--- src/rtl/spi_pkg.sv ---
// Shared SPI receive definitions.
//   SPI_WIDTH       default frame width in bits
//   spi_rx_state_t  receive FSM states
//   SPI_SCLK_IDLE   idle level of sclk (low)
//   SPI_CS_IDLE     idle level of cs (high, chip select is active low)
package spi_pkg;

    localparam int unsigned SPI_WIDTH = 12;

    typedef enum logic [1:0] {
        RX_IDLE,
        RX_SHIFT,
        RX_HOLD
    } spi_rx_state_t;

    localparam logic SPI_SCLK_IDLE = 1'b0;
    localparam logic SPI_CS_IDLE   = 1'b1;

endpackage

--- src/rtl/spi_slave_rx_if.sv ---
// SPI receive bus: serial lines from the master plus the parallel result.
//   sclk, cs, mosi   serial lines (master drives)
//   dout, done, busy receive result and status (slave drives)
//   frame_err        framing error pulse, present only with SPI_RX_ERR_EN
// Optional feature macro: SPI_RX_ERR_EN
interface spi_slave_rx_if
    import spi_pkg::*;
#(
    parameter int unsigned WIDTH = SPI_WIDTH
);

    logic             sclk;
    logic             cs;
    logic             mosi;
    logic [WIDTH-1:0] dout;
    logic             done;
    logic             busy;
`ifdef SPI_RX_ERR_EN
    logic             frame_err;

    modport master (output sclk, cs, mosi, input dout, done, busy, frame_err);
    modport slave  (input sclk, cs, mosi, output dout, done, busy, frame_err);
`else
    modport master (output sclk, cs, mosi, input dout, done, busy);
    modport slave  (input sclk, cs, mosi, output dout, done, busy);
`endif

endinterface

--- src/rtl/spi_sync_edge.sv ---
// Multi-flop synchronizer with one history flop for edge detection.
//   clk, rst  system clock, synchronous active-high reset
//   line      asynchronous input
//   level     synchronized level
//   rise      level went 0 -> 1 this cycle
//   fall      level went 1 -> 0 this cycle
// On reset every flop loads IDLE_VAL so no spurious edge follows reset.
module spi_sync_edge #(
    parameter int unsigned SYNC_STAGES = 2,
    parameter logic        IDLE_VAL    = 1'b0
) (
    input  logic clk,
    input  logic rst,
    input  logic line,
    output logic level,
    output logic rise,
    output logic fall
);

    logic [SYNC_STAGES-1:0] chain;
    logic                   hist;

    always_ff @(posedge clk) begin
        if (rst) begin
            chain <= {SYNC_STAGES{IDLE_VAL}};
            hist  <= IDLE_VAL;
        end else begin
            chain <= {chain[SYNC_STAGES-2:0], line};
            hist  <= chain[SYNC_STAGES-1];
        end
    end

    assign level = chain[SYNC_STAGES-1];
    assign rise  = level & ~hist;
    assign fall  = ~level & hist;

endmodule

--- src/rtl/spi_slave_rx.sv ---
// Receive-side SPI stage. Oversamples sclk/cs/mosi on the system clock,
// rebuilds each LSB-first WIDTH-bit word and presents it on dout with a
// one-cycle done strobe.
//   clk, rst  system clock, synchronous active-high reset
//   bus       spi_slave_rx_if.slave: sclk/cs/mosi in; dout/done/busy out
//             (plus frame_err when SPI_RX_ERR_EN is defined)
// Optional feature macro: SPI_RX_ERR_EN adds a one-cycle frame_err pulse on
// a short frame (cs rises early) or a long frame (first excess sclk rise).
module spi_slave_rx
    import spi_pkg::*;
#(
    parameter int unsigned WIDTH       = SPI_WIDTH,
    parameter int unsigned SYNC_STAGES = 2
) (
    input logic          clk,
    input logic          rst,
    spi_slave_rx_if.slave bus
);

    localparam int unsigned        CNT_W    = $clog2(WIDTH + 1);
    localparam logic [CNT_W-1:0]   LAST_BIT = CNT_W'(WIDTH - 1);

    logic sclk_level, sclk_rise, sclk_fall;
    logic cs_s, cs_rise, cs_fall;
    logic mosi_s;

    spi_sync_edge #(
        .SYNC_STAGES (SYNC_STAGES),
        .IDLE_VAL    (SPI_SCLK_IDLE)
    ) u_sclk_sync (
        .clk   (clk),
        .rst   (rst),
        .line  (bus.sclk),
        .level (sclk_level),
        .rise  (sclk_rise),
        .fall  (sclk_fall)
    );

    spi_sync_edge #(
        .SYNC_STAGES (SYNC_STAGES),
        .IDLE_VAL    (SPI_CS_IDLE)
    ) u_cs_sync (
        .clk   (clk),
        .rst   (rst),
        .line  (bus.cs),
        .level (cs_s),
        .rise  (cs_rise),
        .fall  (cs_fall)
    );

    // Only the sclk rising edge matters; its level and falling edge are spare.
    logic unused_sclk;
    assign unused_sclk = sclk_level ^ sclk_fall;

    // mosi has the same depth as sclk so the sampled bit lines up with sclk_rise.
    logic [SYNC_STAGES-1:0] mosi_chain;

    always_ff @(posedge clk) begin
        if (rst) begin
            mosi_chain <= '0;
        end else begin
            mosi_chain <= {mosi_chain[SYNC_STAGES-2:0], bus.mosi};
        end
    end

    assign mosi_s = mosi_chain[SYNC_STAGES-1];

    spi_rx_state_t    state;
    logic [WIDTH-1:0] shreg;
    logic [CNT_W-1:0] bitcnt;
    logic [WIDTH-1:0] next_word;
`ifdef SPI_RX_ERR_EN
    logic             long_seen;
`endif

    assign next_word = {mosi_s, shreg[WIDTH-1:1]};

    always_ff @(posedge clk) begin
        if (rst) begin
            state     <= RX_IDLE;
            shreg     <= '0;
            bitcnt    <= '0;
            bus.dout  <= '0;
            bus.done  <= 1'b0;
            bus.busy  <= 1'b0;
`ifdef SPI_RX_ERR_EN
            bus.frame_err <= 1'b0;
            long_seen     <= 1'b0;
`endif
        end else begin
            bus.done <= 1'b0;
`ifdef SPI_RX_ERR_EN
            bus.frame_err <= 1'b0;
`endif
            case (state)
                // An sclk edge coinciding with cs_fall is deliberately not counted.
                RX_IDLE: begin
                    if (cs_fall) begin
                        state    <= RX_SHIFT;
                        bus.busy <= 1'b1;
                        bitcnt   <= '0;
                        shreg    <= '0;
`ifdef SPI_RX_ERR_EN
                        long_seen <= 1'b0;
`endif
                    end
                end

                RX_SHIFT: begin
                    if (cs_rise) begin
                        // Short frame: partial word discarded, dout untouched.
                        state    <= RX_IDLE;
                        bus.busy <= 1'b0;
`ifdef SPI_RX_ERR_EN
                        bus.frame_err <= 1'b1;
`endif
                    end else if (sclk_rise && !cs_s) begin
                        shreg  <= next_word;
                        bitcnt <= bitcnt + 1'b1;
                        if (bitcnt == LAST_BIT) begin
                            bus.dout <= next_word;
                            bus.done <= 1'b1;
                            state    <= RX_HOLD;
                        end
                    end
                end

                RX_HOLD: begin
                    if (cs_rise) begin
                        state    <= RX_IDLE;
                        bus.busy <= 1'b0;
`ifdef SPI_RX_ERR_EN
                    end else if (sclk_rise && !long_seen) begin
                        bus.frame_err <= 1'b1;
                        long_seen     <= 1'b1;
`endif
                    end
                end

                default: begin
                    state    <= RX_IDLE;
                    bus.busy <= 1'b0;
                end
            endcase
        end
    end

endmodule

--- src/flat_wrapper.sv ---
// flat-port wrapper written by rule: the top's interface ports become plain ports
module spi_slave_rx_flat import spi_pkg::*;
#(
    parameter int unsigned WIDTH       = SPI_WIDTH,
    parameter int unsigned SYNC_STAGES = 2
)
  (clk, rst, bus_sclk, bus_cs, bus_mosi, bus_dout, bus_done, bus_busy);
  spi_slave_rx_if #(.WIDTH(WIDTH)) bus_i ();
  input logic clk;
  input logic rst;
  input wire logic [$bits(bus_i.sclk)-1:0] bus_sclk;
  input wire logic [$bits(bus_i.cs)-1:0] bus_cs;
  input wire logic [$bits(bus_i.mosi)-1:0] bus_mosi;
  output wire logic [$bits(bus_i.dout)-1:0] bus_dout;
  output wire logic [$bits(bus_i.done)-1:0] bus_done;
  output wire logic [$bits(bus_i.busy)-1:0] bus_busy;
  assign bus_i.sclk = bus_sclk;
  assign bus_i.cs = bus_cs;
  assign bus_i.mosi = bus_mosi;
  assign bus_dout = bus_i.dout;
  assign bus_done = bus_i.done;
  assign bus_busy = bus_i.busy;
  spi_slave_rx #(.WIDTH(WIDTH), .SYNC_STAGES(SYNC_STAGES)) u_core (.clk(clk), .rst(rst), .bus(bus_i));
endmodule
--- config.mk ---
export PLATFORM = sky130hd
export DESIGN_NAME = spi_slave_rx_flat
export DESIGN_NICKNAME = d
export VERILOG_FILES = /design/src/rtl/spi_pkg.sv /design/src/rtl/spi_slave_rx_if.sv /design/src/rtl/spi_sync_edge.sv /design/src/rtl/spi_slave_rx.sv /design/src/flat_wrapper.sv
export SDC_FILE = /design/constraint.sdc
export NUM_CORES = 1
export LEC_CHECK = 0
export ABC_AREA = 1
export BUFFER_PORTS_ARGS = -buffer_cell sky130_fd_sc_hd__buf_2
export CORE_ASPECT_RATIO = 1.25
export CORE_MARGIN = 8
export CORE_UTILIZATION = 60
export CTS_CLUSTER_SIZE = 16
export DETAILED_ROUTE_END_ITERATION = 12
export PLACE_DENSITY = 0.82
export REMOVE_ABC_BUFFERS = 1
export SYNTH_ARGS = -nofsm -noshare
export SYNTH_HDL_FRONTEND = slang
export SYNTH_SLANG_ARGS = --single-unit
--- constraint.sdc ---
create_clock -name clk -period 4.54 [get_ports clk]
set_clock_uncertainty 0.2 [all_clocks]
set_input_delay 0.908 -clock clk [delete_from_list [all_inputs] [get_ports clk]]
set_output_delay 0.908 -clock clk [all_outputs]
set_load 0.01 [all_outputs]
==> impl_metrics.env, run 1 <==
export IMPL_status="finished clean"
export IMPL_synth_flop_cell="dfxtp_1"
export IMPL_worstSetupStartpoint="u_core.bitcnt[0]$_SDFFE_PP0P_"
export IMPL_syn_area_um2=1590
export IMPL_yosysSeqAreaShare_pct=49.2
export IMPL_cts_inserted_buffers=5
export IMPL_r2r_setup_slack_ps=2490
export IMPL_timing_rr_end="u_core.bus.dout[11]$_SDFFE_PP0P_"
export IMPL_crit_end="u_core.bus.dout[11]$_SDFFE_PP0P_"
export IMPL_wl_per_cell_um=11.0
export IMPL_grt_pass1_wl_mm=4.64
export IMPL_drcViolationCount=0
export IMPL_clkLatencyLatePin_ps=340
export IMPL_cp_required_ps=4620
export IMPL_r2r_cells=7
export IMPL_layout_area_overhead_vs_synth_pct=9.54
export IMPL_finalWeightedCongestion=0.805
export IMPL_cp_buffers_inverters=1
export IMPL_finalMaxSlewViolations=0
export IMPL_synth_top_area_share_pct=49.2
export IMPL_postRouteAntennaNets=0
export IMPL_drtPass1Iterations=4
export IMPL_ctsHoldBuffers=0
export IMPL_dpl_instance_area_um2=1670
export IMPL_drive_above_1_share_pct=22.8
export IMPL_worstPathCellList="ha_1 -> nand2_1 -> nor2_1 -> nand3_1 -> inv_1 -> nor2_1 -> nor2_1"
export IMPL_synth_warnings=0
export IMPL_final_setup_tns_ps=0
export IMPL_wl_mm=2.73
export IMPL_root_buffer="clkbuf_4"
export IMPL_dp_final_hpwl_mm=1.98
export IMPL_worstMarginPinSlew_ps=488
export IMPL_layout_nets=223
export IMPL_worst_path_max_delay_cell="inv_1"
export IMPL_crit_cells=7
export IMPL_worstPathMaxFanout=14
export IMPL_synth_top_family_by_area="simple AND/OR/NAND/NOR gates"
export IMPL_period_needed_ps=2050
export IMPL_synth_async_reset_ratio_pct=0
export IMPL_cts_resized=0
export IMPL_rows=21
export IMPL_grt_max_degree=18
export IMPL_die_w_um=62.0
export IMPL_setup_viol=0
export IMPL_synth_cell_type_count=26
export IMPL_antenna_cells=0
export IMPL_yosys_register_bits=39
export IMPL_initial_utilization_pct=61.0
export IMPL_overflow=0
export IMPL_fp_coreArea_um2=2600
export IMPL_total_power_mw=1.12
export IMPL_hold_viol=0
export IMPL_grt_setup_unrepaired="false"
export IMPL_synthTopCellsByArea="dfxtp_1, nor2_1, nor3_2, o21ai_0, inv_1"
export IMPL_grt_pass1_vias=1149
export IMPL_hp_class="reg2reg"
export IMPL_endpoint_kind="flip-flop"
export IMPL_finalInstanceArea_um2=1740
export IMPL_fin_util_pct=66.8
export IMPL_synth_avg_cell_area_um2=8.09
export IMPL_cts_tree="done"
export IMPL_yosys_area_share_simple_pct=32.2
export IMPL_grt_total_usage_pct=13.7
export IMPL_cpMostUsedCell="nor2_1"
export IMPL_die_area_um2=4560
export IMPL_seqCellArea_um2=781
export IMPL_cpPeakStageDelay_ps=450
export IMPL_cts_clk_slew_worst_paths_ps=110
export IMPL_synth_compound_area_share_pct=6.62
export IMPL_cts_sinks=39
export IMPL_antenna_found_initial=0
export IMPL_p_leak_nw=0.813
export IMPL_portBuffers=18
export IMPL_synth_fa_ha_area_share_pct=3.15
export IMPL_fin_crit_sh_pct=45.1
export IMPL_r2r_start="u_core.bitcnt[0]$_SDFFE_PP0P_"
export IMPL_crit_family="simple AND/OR/NAND/NOR gates"
export IMPL_synth_edf_count=0
export IMPL_powerDensity_nw_per_um2=646
export IMPL_postSynthCellCount=196
export IMPL_path_class="reg2reg"
export IMPL_final_fill_count=232
export IMPL_maxSlewHeadroom_pct=67.4
export IMPL_cts_max_level=2
export IMPL_synth_xor_area_share_pct=0.552
export IMPL_maxCapViolCount=0
export IMPL_clock_tree_buffer_depth=2
export IMPL_synth_common_cells="nor2_1, dfxtp_1, inv_1, nand2_1, o21ai_0"
export IMPL_timing_fmax_ghz=0.488
export IMPL_synth_mux_area_share_pct=0
export IMPL_synth_most_common_cell="nor2_1"
export IMPL_vias=1234
export IMPL_die_h_um=73.5
export IMPL_yosysTopAreaCell="dfxtp_1"
export IMPL_vias_per_cell=4.96
export IMPL_ir_worst_vdd_mv=0.347
export IMPL_multi_input_area_um2=674
export IMPL_worstPathArrival_ps=2130
export IMPL_drt_initial_drc_count=47
export IMPL_critical_path_startpoint_type="flip-flop"
export IMPL_postCtsSetupBuffers=0
export IMPL_pin_count=19
placed cells by master (no fill, tap or decap), drive strengths merged:
cell / count
o21ai: 13
nor3: 12
buf: 18
dfxtp: 39
clkinvlp: 1
nand3: 3
nand2: 21
ha: 4
inv: 20
and2: 1
a21oi: 5
or2: 3
nor2: 65
clkbuf: 7
xor2: 1
nand4: 2
kinds of logic after synthesis:
family,after synthesis
AND/OR/NAND/NOR,107
AO/OA/AOI/OAI,18
buffers and inverters,27
XOR/XNOR,1
adder cells (fa/ha/maj),4
flip-flops,39
power by group:
group          switching (mW)  internal, mW
clock                   0.107        0.0905
sequential             0.0437         0.411
combinational           0.316         0.154
total                   0.467         0.655
stage by stage:
stage                     worst slack [ps]  std cells  hold slack [ps]
after global routing                  2270        249              244
after global placement                2410        241              191
after CTS                             2460        249              225
after detailed placement              2320        241              197
after floorplan                       2760        189              188
final                                 2490        249              223
worst min-delay path by stage:
stage               cells after the start                              startpoint  slack (ps)                                      to
floorplan                               2         u_core.mosi_chain[0]$_SDFF_PP0_         190         u_core.mosi_chain[1]$_SDFF_PP0_
global placement                        1    u_core.u_cs_sync.chain[0]$_SDFF_PP1_         190    u_core.u_cs_sync.chain[1]$_SDFF_PP1_
detailed placement                      1    u_core.u_cs_sync.chain[0]$_SDFF_PP1_         200    u_core.u_cs_sync.chain[1]$_SDFF_PP1_
CTS                                     1    u_core.u_cs_sync.chain[0]$_SDFF_PP1_         220    u_core.u_cs_sync.chain[1]$_SDFF_PP1_
global route                            1    u_core.u_cs_sync.chain[0]$_SDFF_PP1_         240    u_core.u_cs_sync.chain[1]$_SDFF_PP1_
finish                                  2  u_core.u_sclk_sync.chain[0]$_SDFF_PP0_         220  u_core.u_sclk_sync.chain[1]$_SDFF_PP0_
layer usage:
metal / part of all wire [%] / track usage (%) / vias to the layer above / routed length [um]
met4: 3.2 / 7.11 / 0 / 88
li1: - / - / 641 / -
met1: 38 / 13.5 / 553 / 1050
met5: 0 / 0 / - / 0
met2: 51 / 23.6 / 32 / 1400
met3: 6.9 / 5.43 / 8 / 189
worst register-to-register path: cells and delay by family, from the launching register on:
kind | cells | cell delay, ps
DFF | 1 | 390
buffers and inverters | 1 | 450
adders and majority gates | 1 | 210
and+or+nand+nor | 5 | 760
sequential cells by signal, indices dropped and copies added, names as in the netlist:
| signal | cells |
|---|---|
| u_core.bitcnt | 4 |
| u_core.u_cs_sync.chain | 2 |
| u_core.state | 2 |
| u_core.bus.dout | 12 |
| u_core.u_sclk_sync.hist | 1 |
| u_core.u_cs_sync.hist | 1 |
| u_core.shreg | 11 |
| u_core.u_sclk_sync.chain | 2 |
| u_core.bus.done | 1 |
| u_core.bus.busy | 1 |
| u_core.mosi_chain | 2 |
cell type report:
type | instances | area share [%]
Clock buffer | 7 | 3.74
Clock inverter | 1 | 0.432
Inverter | 20 | 4.46
Multi-Input combinational cell | 130 | 38.8
Sequential cell | 39 | 44.9
Tap cell | 34 | 2.45
Timing Repair Buffer | 18 | 5.18
Note: power is estimated with default switching activity, not from simulation.
==> run 2, diff against run 1 <==
Settings changed: ABC_AREA 1 to 0, CORE_UTILIZATION 60 to 55, PLACE_DENSITY 0.82 to 0.76.
Clock period 4.54 ns to 2 ns, I/O delays scaled along.
==> impl_metrics.env, run 2 <==
export IMPL_grt_pass1_vias=1144
export IMPL_dp_final_hpwl_mm=2.08
export IMPL_cp_required_ps=2030
export IMPL_drcViolationCount=0
export IMPL_drive_above_1_share_pct=23.2
export IMPL_cpPeakStageDelay_ps=510
export IMPL_dp_cells=212
export IMPL_yosys_register_bits=39
export IMPL_layout_common_cells="dfxtp_1, nor2_1, buf_2"
export IMPL_endpoint_kind="flip-flop"
export IMPL_cpMostUsedCell="inv_1"
export IMPL_vias_per_cell=5.27
export IMPL_synthTopCellsByArea="dfxtp_1, mux2i_1, a21oi_1, nor2_1, nand3_1"
export IMPL_regMostFlops="u_core.bus.dout"
export IMPL_ctsHoldBuffers=0
export IMPL_largest_reg_flops=12
export IMPL_yosysSeqAreaShare_pct=51.8
export IMPL_cts_tree="done"
export IMPL_synth_async_reset_ratio_pct=0
export IMPL_r2r_cells=7
export IMPL_finalWeightedCongestion=0.794
export IMPL_synth_flop_cell="dfxtp_1"
export IMPL_finalInstanceArea_um2=1740
export IMPL_fp_coreArea_um2=2650
export IMPL_largestRegisters="u_core.bus.dout (12), u_core.shreg (11), u_core.bitcnt (4)"
export IMPL_grt_setup_unrepaired="false"
export IMPL_die_area_um2=4680
export IMPL_die_w_um=62.8
export IMPL_crit_cells=7
export IMPL_mostFrequentLayoutCell="dfxtp_1"
export IMPL_postSynthCellCount=158
export IMPL_cts_clk_slew_worst_paths_ps=100
export IMPL_layout_nets=194
export IMPL_worstPathCellList="inv_1 -> ha_2 -> inv_1 -> or4b_1 -> buf_4 -> nand2_1 -> a21oi_1"
export IMPL_grt_pass1_wl_mm=4.82
export IMPL_wl_mm=2.83
export IMPL_overflow=0
export IMPL_period_needed_ps=1870
export IMPL_instances_no_fill=219
export IMPL_rows=21
export IMPL_ir_worst_vdd_mv=0.710
export IMPL_setup_viol=0
export IMPL_cp_buffers_inverters=3
export IMPL_maxCapViolCount=0
export IMPL_synth_warnings=0
export IMPL_setup_ws_ps=133
export IMPL_finalMaxSlewViolations=0
export IMPL_cts_max_level=2
export IMPL_root_buffer="clkbuf_4"
export IMPL_worstMarginPinSlew_ps=476
export IMPL_hp_class="in2reg"
export IMPL_drtPass1Iterations=4
export IMPL_synth_most_common_cell="dfxtp_1"
export IMPL_initial_utilization_pct=56.8
export IMPL_worstPathMaxFanout=13
export IMPL_clock_tree_buffer_depth=2
export IMPL_die_h_um=74.5
export IMPL_synth_top_area_share_pct=51.8
export IMPL_status="finished clean"
export IMPL_antenna_found_initial=0
export IMPL_vias=1155
export IMPL_path_class="reg2reg"
export IMPL_maxSlewHeadroom_pct=68.0
export IMPL_powerDensity_nw_per_um2=839
export IMPL_cts_inserted_buffers=5
export IMPL_synth_edf_count=0
export IMPL_drt_initial_drc_count=26
export IMPL_cts_sinks=39
export IMPL_pin_count=19
export IMPL_worst_path_max_delay_cell="or4b_1"
export IMPL_wl_per_cell_um=12.9
export IMPL_grt_max_degree=15
export IMPL_postRouteAntennaNets=0
export IMPL_yosysTopAreaCell="dfxtp_1"
export IMPL_hold_depth=2
export IMPL_clkLatencyLatePin_ps=350
export IMPL_antenna_cells=0
export IMPL_timing_fmax_ghz=0.536
export IMPL_grt_total_usage_pct=13.1
export IMPL_crit_family="simple AND/OR/NAND/NOR gates"
export IMPL_layout_area_overhead_vs_synth_pct=15.2
export IMPL_pre_cts_slack_ps=116
export IMPL_worstPathArrival_ps=1900
export IMPL_synth_common_cells="dfxtp_1, nor2_1, a21oi_1"
export IMPL_p_leak_nw=0.699
export IMPL_syn_area_um2=1510
export IMPL_final_setup_tns_ps=0
export IMPL_portBuffers=18
export IMPL_synth_avg_cell_area_um2=9.53
export IMPL_fin_crit_sh_pct=93.3
export IMPL_final_fill_count=247
export IMPL_critical_path_startpoint_type="flip-flop"
export IMPL_dpl_instance_area_um2=1670
export IMPL_synth_cell_type_count=28
export IMPL_hold_viol=0
-- run 2: cell types whose count changed after synthesis, sizes merged, moves of 2 or more --
cell	delta
nand2b	+4
nor3	-12
nand3	+10
nand2	-7
inv	-15
mux2i	+14
o21ai	-11
nor2	-46
nor2b	+5
a21oi	+10
clkbuf	+2
a211oi	+2
-- run 2: path summary, 6_finish.rpt --
path	startpoint	endpoint	slack, ps
max	u_core.state[1]$_SDFFE_PP0P_	u_core.bus.dout[1]$_SDFFE_PP0P_	130
min reg2reg	u_core.u_cs_sync.chain[0]$_SDFF_PP1_	u_core.u_cs_sync.chain[1]$_SDFF_PP1_	220
min	bus_cs	u_core.u_cs_sync.chain[0]$_SDFF_PP1_	40
max reg2reg	u_core.state[1]$_SDFFE_PP0P_	u_core.bus.dout[1]$_SDFFE_PP0P_	130
-- run 2: report_power, final --
group | leakage (nW) | internal (mW) | total (mW) | switching, mW
clock network | 0.0341 | 0.163 | 0.398 | 0.235
logic | 0.349 | 0.112 | 0.247 | 0.136
registers | 0.316 | 0.797 | 0.811 | 0.0146
total | 0.699 | 1.07 | 1.46 | 0.386
-- run 2: per-layer routing --
layer,global-route usage [%],vias to the layer above,wire [um]
li1,-,585,-
met4,6.09,0,58
met2,23.6,19,1410
met5,0,-,0
met3,5.42,5,119
met1,13.0,546,1240
-- run 2: timing repair --
item,4_1_cts,5_1_grt
endpoints found under the setup margin,0,9
endpoints found under the hold margin,0,0
gates resized for setup,0,2
buffers inserted,0,0
-- run 2: cell type report --
type,instances,area (um2),area share [%]
Clock inverter,1,5.00,0.288
Timing Repair Buffer,28,169,9.73
Inverter,5,18.8,1.08
Tap cell,34,42.5,2.45
Clock buffer,6,51.3,2.96
Multi-Input combinational cell,106,668,38.5
Sequential cell,39,781,45.0
-- run 2: cell families (layout without fill, tap and decap cells) --
logic type	count (synthesis)	count (layout)	synth area share (%)
buffers and inverters	13	40	3.99
multiplexers	15	15	10.0
flip-flops	39	39	51.8
AND/OR/NAND/NOR	63	63	20.4
adder cells (fa/ha/maj)	4	4	3.32
XOR/XNOR	1	1	0.582
AO/OA/AOI/OAI	23	23	9.80
-- run 2: through the flow --
stage	utilization (%)	hold slack, ps	total power [mW]
detailed placement	63.0	200	1.07
global placement	63.0	193	1.06
finish	65.4	36.7	1.46
floorplan	-	189	0.985
CTS	65.2	21.8	1.47
global route	65.4	28.4	1.53
-- run 2: worst reg2reg max path: stages (launching register included) --
cell and delay [ps]:
dfxtp_1 330, inv_1 100, ha_2 220, inv_1 60, or4b_1 510, buf_4 200
nand2_1 70, a21oi_1 70
==> run 3, diff against run 2 <==
Settings changed: CORE_UTILIZATION 55 to 50, PLACE_DENSITY 0.76 to 0.73.
Clock period 2 ns to 1.7 ns, I/O delays scaled along.
==> impl_metrics.env, run 3 (synthesized netlist as in run 2, its figures left out) <==
export IMPL_dp_cells=219
export IMPL_instances_no_fill=236
export IMPL_ir_worst_vdd_mv=1.05
export IMPL_cp_required_ps=1750
export IMPL_root_buffer="clkbuf_4"
export IMPL_cts_sinks=39
export IMPL_wl_mm=3.40
export IMPL_largestRegisters="u_core.bus.dout (12), u_core.shreg (11), u_core.bitcnt (4)"
export IMPL_hp_class="in2reg"
export IMPL_postRouteAntennaNets=0
export IMPL_violations="setup timing"
export IMPL_worstPathCellList="inv_4 -> ha_4 -> mux2i_2 -> a211oi_4 -> buf_4 -> buf_6 -> mux2i_1 -> nor2_1"
export IMPL_cp_buffers_inverters=3
export IMPL_vias=1264
export IMPL_endpoint_kind="flip-flop"
export IMPL_r2r_setup_slack_ps=-130
export IMPL_cts_inserted_buffers=5
export IMPL_crit_end="u_core.bitcnt[1]$_SDFFE_PP0P_"
export IMPL_timing_rr_end="u_core.bitcnt[1]$_SDFFE_PP0P_"
export IMPL_drcViolationCount=0
export IMPL_cpPeakStageDelay_ps=400
export IMPL_crit_family="flip-flops"
export IMPL_maxCapViolCount=0
export IMPL_fp_coreArea_um2=2920
export IMPL_clock_tree_buffer_depth=2
export IMPL_r2r_start="u_core.state[0]$_SDFFE_PP0P_"
export IMPL_antenna_cells=0
export IMPL_worstPathArrival_ps=1870
export IMPL_multi_input_area_um2=855
export IMPL_rows=22
export IMPL_grt_pass1_vias=1266
export IMPL_setup_ws_ps=-128
export IMPL_mostFrequentLayoutCell="dfxtp_1"
export IMPL_setup_viol=22
export IMPL_path_class="reg2reg"
export IMPL_worstMarginPinSlew_ps=356
export IMPL_grt_pass1_wl_mm=5.49
export IMPL_min_from="rst"
export IMPL_dp_final_hpwl_mm=1.96
export IMPL_grt_setup_unrepaired="true"
export IMPL_crit_cells=8
export IMPL_powerDensity_nw_per_um2=997
export IMPL_dpl_instance_area_um2=1710
export IMPL_vias_per_cell=5.36
export IMPL_drtPass1Iterations=5
export IMPL_timing_fmax_ghz=0.547
export IMPL_final_fill_count=207
export IMPL_cts_tree="done"
export IMPL_worstPathMaxFanout=5
export IMPL_antenna_found_initial=0
export IMPL_worst_path_max_delay_cell="dfxtp_4"
export IMPL_finalInstanceArea_um2=2120
export IMPL_status="complete, but fails checks"
export IMPL_clkLatencyLatePin_ps=340
export IMPL_layout_area_overhead_vs_synth_pct=40.9
export IMPL_grt_max_degree=18
export IMPL_drive_above_1_share_pct=47.0
export IMPL_period_needed_ps=1830
export IMPL_pin_count=19
export IMPL_critical_path_startpoint_type="flip-flop"
export IMPL_cts_clk_slew_worst_paths_ps=120
export IMPL_seqCellArea_um2=788
export IMPL_worstSetupStartpoint="u_core.state[0]$_SDFFE_PP0P_"
export IMPL_largest_reg_flops=12
export IMPL_fin_crit_sh_pct=108
export IMPL_finalMaxSlewViolations=0
export IMPL_die_area_um2=5040
export IMPL_wl_per_cell_um=14.4
export IMPL_final_setup_tns_ps=-1140
export IMPL_regMostFlops="u_core.bus.dout"
export IMPL_grt_total_usage_pct=13.6
export IMPL_cts_max_level=2
export IMPL_r2r_cells=8
export IMPL_finalWeightedCongestion=0.779
export IMPL_layout_common_cells="dfxtp_1, nor2_1, buf_2"
export IMPL_maxSlewHeadroom_pct=76.1
export IMPL_die_w_um=65.1
export IMPL_p_leak_nw=0.826
export IMPL_die_h_um=77.4
export IMPL_drt_initial_drc_count=34
export IMPL_portBuffers=18
export IMPL_hold_viol=0
export IMPL_overflow=0
export IMPL_layout_nets=208
export IMPL_initial_utilization_pct=51.6
[run 3: cell types whose count changed in the layout (fill, tap and decap cells not counted), sizes merged]
cell         before  now
bufinv            0    2
buf              28   39
dlygate4sd3       0    3
clkinv            1    0
[run 3: final cells by class]
cell class	count	area share (%)
multi-input combinational	106	40.3
sequential	39	37.1
timing repair buffer	42	14.6
clock inverter	2	2.83
tap	36	2.12
clock buffer	6	1.95
inverter	5	1.12
[run 3: what timing repair did]
action                                  in CTS  in global routing
hold endpoints to repair                     3                  0
pin swaps                                   28                  6
resized for setup                           46                 23
buffers inserted                             2                  1
cloned                                       2                  1
hold buffers                                 3                  0
endpoints found under the setup margin      28                 30
[run 3: metal layers]
metal / routed length (um) / global-route usage, % / vias up
met5: 0 / 0 / -
met4: 77 / 5.69 / 0
met3: 199 / 4.89 / 10
met2: 1740 / 24.2 / 33
met1: 1380 / 13.9 / 603
li1: - / - / 618
[run 3: worst min-delay path by stage]
stage          depth (start not counted)  slack [ps]                                   end
4_1_cts                                2          60          u_core.state[1]$_SDFFE_PP0P_
3_5_place_dp                           1         200  u_core.u_cs_sync.chain[1]$_SDFF_PP1_
6_report                               2          70          u_core.state[1]$_SDFFE_PP0P_
3_3_place_gp                           1         200  u_core.u_cs_sync.chain[1]$_SDFF_PP1_
2_1_floorplan                          1         190  u_core.u_cs_sync.chain[1]$_SDFF_PP1_
5_1_grt                                2          70          u_core.state[1]$_SDFFE_PP0P_
[run 3: report_power, final]
group	switching, mW	internal, mW
Sequential	0.0278	0.943
Combinational	0.195	0.200
Clock	0.290	0.459
[run 3: through the flow]
step	hold WS [ps]	worst slack [ps]	total power, mW	util [%]
6_report	70.4	-128	2.12	72.7
4_1_cts	63.1	-74.6	2.09	69.2
5_1_grt	69.4	-203	2.20	72.7
3_3_place_gp	196	-125	1.27	58.7
2_1_floorplan	189	-806	1.16	-
3_5_place_dp	202	-186	1.28	58.7
